**config.mk**
```make
export PLATFORM = sky130hd
export DESIGN_NAME = serial_subtractor
export DESIGN_NICKNAME = d
export VERILOG_FILES = /design/src/rtl/serial_subtractor.sv
export SDC_FILE = /design/constraint.sdc
export NUM_CORES = 1
export LEC_CHECK = 0
export ABC_AREA = 1
export CELL_PAD_IN_SITES_DETAIL_PLACEMENT = 0
export CELL_PAD_IN_SITES_GLOBAL_PLACEMENT = 1
export CORE_MARGIN = 3
export CORE_UTILIZATION = 49
export DETAILED_ROUTE_END_ITERATION = 16
export DONT_BUFFER_PORTS = 1
export GPL_TIMING_DRIVEN = 0
export HOLD_SLACK_MARGIN = 0.05
export PLACE_DENSITY_LB_ADDON = 0.12
export SYNTH_ARGS = -nofsm -noshare
export SYNTH_HDL_FRONTEND = slang
export SYNTH_SLANG_ARGS = --single-unit
```
**constraint.sdc**
```tcl
create_clock -name clk -period 3.7 [get_ports clk]
set_input_delay 0.555 -clock clk [delete_from_list [all_inputs] [get_ports clk]]
set_output_delay 0.555 -clock clk [all_outputs]
set_load 0.02 [all_outputs]
```
**src/rtl/serial_subtractor.sv**
```systemverilog
// Bit-serial N-bit subtractor: one full-subtractor cell plus a borrow flop,
// LSB first, with a start/busy/done handshake and registered results.
module serial_subtractor #(
  parameter int N = 4
) (
  input  logic         clk,
  input  logic         rst_n,
  input  logic         start,
  input  logic [N-1:0] minuend,
  input  logic [N-1:0] subtrahend,
  output logic         busy,
  output logic         done,
  output logic [N-1:0] difference,
  output logic         borrow_out,
  output logic         zero
);

  localparam int CW = (N + 1 > 2) ? $clog2(N + 1) : 1;
  localparam logic [CW-1:0] LAST = CW'(N - 1);

  typedef enum logic [1:0] {IDLE, SHIFT, DONE} state_t;

  state_t        state_q, state_d;
  logic [N-1:0]  a_q, a_d, b_q, b_d, r_q, r_d;
  logic [N-1:0]  diff_q, diff_d;
  logic          borrow_q, borrow_d;
  logic          bout_q, bout_d;
  logic          zero_q, zero_d;
  logic [CW-1:0] cnt_q, cnt_d;

  logic          bit_a, bit_b, bit_d, bit_borrow;
  logic [N:0]    r_cat;

  always_comb begin
    bit_a      = a_q[0];
    bit_b      = b_q[0];
    bit_d      = bit_a ^ bit_b ^ borrow_q;
    bit_borrow = (~bit_a & bit_b) | (~bit_a & borrow_q) | (bit_b & borrow_q);
    // New result bit enters at the MSB; taking [N:1] also works for N=1.
    r_cat      = {bit_d, r_q};

    state_d  = state_q;
    a_d      = a_q;
    b_d      = b_q;
    r_d      = r_q;
    borrow_d = borrow_q;
    cnt_d    = cnt_q;
    diff_d   = diff_q;
    bout_d   = bout_q;
    zero_d   = zero_q;

    case (state_q)
      IDLE: begin
        if (start) begin
          a_d      = minuend;
          b_d      = subtrahend;
          r_d      = '0;
          borrow_d = 1'b0;
          cnt_d    = '0;
          state_d  = SHIFT;
        end
      end
      SHIFT: begin
        a_d      = a_q >> 1;
        b_d      = b_q >> 1;
        r_d      = r_cat[N:1];
        borrow_d = bit_borrow;
        cnt_d    = cnt_q + CW'(1);
        if (cnt_q == LAST) begin
          diff_d  = r_cat[N:1];
          bout_d  = bit_borrow;
          zero_d  = (r_cat[N:1] == '0);
          state_d = DONE;
        end
      end
      DONE:    state_d = IDLE;
      default: state_d = IDLE;
    endcase
  end

  always_ff @(posedge clk or negedge rst_n) begin
    if (!rst_n) begin
      state_q  <= IDLE;
      a_q      <= '0;
      b_q      <= '0;
      r_q      <= '0;
      borrow_q <= 1'b0;
      cnt_q    <= '0;
      diff_q   <= '0;
      bout_q   <= 1'b0;
      zero_q   <= 1'b0;
    end else begin
      state_q  <= state_d;
      a_q      <= a_d;
      b_q      <= b_d;
      r_q      <= r_d;
      borrow_q <= borrow_d;
      cnt_q    <= cnt_d;
      diff_q   <= diff_d;
      bout_q   <= bout_d;
      zero_q   <= zero_d;
    end
  end

  assign busy       = (state_q == SHIFT);
  assign done       = (state_q == DONE);
  assign difference = diff_q;
  assign borrow_out = bout_q;
  assign zero       = zero_q;

endmodule

```
==> flow_summary.toml <==
[worst_setup_path]
cp-startpoint = "state_q[0]"
cp_cell_sequence = "clkbuf_8 -> nor2_1"
arrival_ns = 1.19
crit_path_end_kind = "primary output"
crit_fanout = 10
worstSetupPathType = "flip-flop to primary output"
required_ns = 3.14
slowest_delay_ns = 0.40
r2r-start = "a_q[0]"
cpLargestDelayFamily = "flip-flops"
cpMaxStageDelayCell = "dfrtp_1"
critPathLaunchType = "flip-flop"
crit_buf_inv = 1

[synth]
synth_area_leaders = "dfrtp_1 (52%), nand2_1 (13%), inv_1 (6.2%)"
yosysWarnings = 0
synthFlopType = "dfrtp_1"
synthTopCellsByCount = "nand2_1 (38), dfrtp_1 (23), inv_1 (18)"
ys_types = 19
yosysMostFrequentCell = "nand2_1"
synthCells = 122
synthesis.nets = 136
avgSynthCellArea_um2 = 8.99
yosysTopAreaCell = "dfrtp_1"
synthArstFlopShare_pct = 100
synth_area_um2 = 1100
ys_ff_latch = 23
ys_seq_area_share_pct = 52.5
synth-edff-count = 0
synth_top_area_share_pct = 52.5

[cts]
htreeDepth = 1
clkSinkCount = 23
clock_latency_ns = 0.30
cts_tree = "built"
cts-root-buf = "clkbuf_4"
cts_buffer_depth = 2
post_cts_buffers = 0
cts_made_buffers = 3
clk_pin_slew_ns = 0.12

[routing]
detail_route.iter0.violations = 15
drc_errors = 0
vias_per_cell = 4.97
postRouteAntennaNets = 0
vias = 765
wirelength_um = 1890
firstDrtPassIters = 4
routedWlPerCell_um = 12.3

[power]
leakagePower_nw = 0.598
peakVddDrop_mv = 0.404
power.density_nw_per_um2 = 887

[die]
io_pins = 19
die_w_um = 53.3
start_util_pct = 53.7
core-area_um2 = 2040
fp.dieH_um = 53.3
die_area_um2 = 2840
rows = 16

[placed_design]
placed_area_um2 = 1130
place.port_buffers = 0
gp_congestion = 0.736
dp_hpwl_um = 1400

[cells_and_area]
final_layout_size_suffix_gt1_share_pct = 14.2
design_area_um2 = 1170
syn_to_final_growth_pct = 6.39
nFillCells = 206
fin_nets = 142
diodes = 0

[min_path]
min_path_type = "input port to flip-flop"
hp-start = "subtrahend[3]"

[timing]
grt_setup_unrepaired = "no"
relSlewSlack_pct = 31.5
worstMarginPinSlew_ns = 1.02
fin_crit_sh_pct = 47.3
fmax_mhz = 572
setup_viol = 0
min_period_ns = 1.75
hold_viol_final = 0
fin_skew_ns = 0.00245
drv_slew = 0
setup_tns_ns = 0

[status]
status = "finished, final reports clean"

[global_routing]
grt_pass1_wl_um = 3430
grt_pass1_vias = 803
grt_max_degree = 24
antenna_found_initial = 0
grt.overflow.total = 0
track_usage_pct = 16.7

[run]
maxCapViolations = 0
flip-flops by register name (all words and copies together) (netlist names):
name / count
a_q: 4
b_q: 4
borrow_out: 1
borrow_q: 1
cnt_q: 3
difference: 4
r_q: 3
state_q: 2
zero: 1
layout make-up:
class                   instances  area [um2]  share of cell area [%]
clock buffers                   4        26.3                    2.25
flip-flops and latches         23         576                    49.3
multi-input cells              77         414                    35.5
well taps                      27        33.8                    2.89
plain buffers                   3        36.3                    3.11
inverters                      19        71.3                    6.11
repair buffers                  1        10.0                   0.857
through the flow:
| step | std cells | util [%] | hold slack, ns | total power, mW | setup slack, ns |
|---|---|---|---|---|---|
| 6_report | 154 | 57.2 | 0.372 | 1.04 | 1.95 |
| 5_1_grt | 154 | 57.2 | 0.363 | 1.14 | 1.84 |
| 4_1_cts | 154 | 57.2 | 0.362 | 1.06 | 1.92 |
| 3_5_place_dp | 149 | 55.4 | 0.260 | 0.936 | 2.29 |
| 3_3_place_gp | 149 | 55.4 | 0.260 | 0.917 | 2.29 |
| 2_1_floorplan | 122 | - | 0.259 | 0.837 | 2.32 |
cell usage in the layout, fill, tap and decap left out:
cell | synthesis | layout
a21oi_1 | 1 | 1
buf_6 | 2 | 2
clkbuf_1 | 0 | 1
clkbuf_4 | 0 | 3
clkbuf_8 | 1 | 1
dfrtp_1 | 23 | 23
dlygate4sd3_1 | 0 | 1
fa_1 | 1 | 1
ha_1 | 2 | 2
inv_1 | 18 | 18
inv_2 | 1 | 1
nand2_1 | 38 | 38
nand2_2 | 1 | 1
nand2_4 | 2 | 2
nand3_1 | 11 | 11
nand4_1 | 1 | 1
nor2_1 | 4 | 4
nor2_4 | 2 | 2
o21ai_0 | 5 | 5
o21ai_1 | 2 | 2
o21ai_2 | 6 | 6
o22ai_1 | 1 | 1
per-layer routing:
| metal | routed length, um | vias to the layer above | track usage (%) |
|---|---|---|---|
| met5 | 0 | - | 0 |
| met2 | 912 | 19 | 30.4 |
| li1 | - | 393 | - |
| met3 | 114 | 0 | 6.20 |
| met4 | 0 | 0 | 2.55 |
| met1 | 865 | 353 | 18.7 |
cell families (layout without fill, tap and decap cells):
family | count (synthesis) | in the layout | share of synthesized area [%]
DFF | 23 | 23 | 52.5
buffers and inverters | 22 | 27 | 9.80
AOI/OAI and AO/OA | 15 | 15 | 9.01
adders and majority gates | 3 | 3 | 4.10
and+or+nand+nor | 59 | 59 | 24.6
worst register-to-register path, cell delays in order (launching register included):
cell,delay (ns)
dfrtp_1,0.37
inv_1,0.06
fa_1,0.59
nand2_1,0.07
nor2_1,0.10
nand2_1,0.05
nand2_1,0.06
worst paths after layout:
path / to / slack [ns] / cells after the start
hold reg to reg: cnt_q[0] / 0.50 / 1
min in group asynchronous: a_q[3] / 0.86 / 1
max in group asynchronous: borrow_q / 2.22 / 1
setup reg to reg: zero / 2.33 / 6
setup / recovery: done / 1.95 / 2
hold / removal: b_q[3] / 0.37 / 2
what timing repair did:
item / CTS / global route
endpoints found under the setup margin: 0 / 0
hold buffers: 1 / 0
hold endpoints to repair: 23 / 0
gates resized for setup: 0 / 0
power breakdown:
part | total [mW] | leakage (nW) | internal [mW] | switching, mW
sequential | 0.454 | 0.291 | 0.361 | 0.0927
clock | 0.111 | 0.0150 | 0.0420 | 0.0694
combinational | 0.470 | 0.293 | 0.179 | 0.291
total | 1.04 | 0.598 | 0.582 | 0.453
No activity file was read; power rests on OpenSTA's default activity.
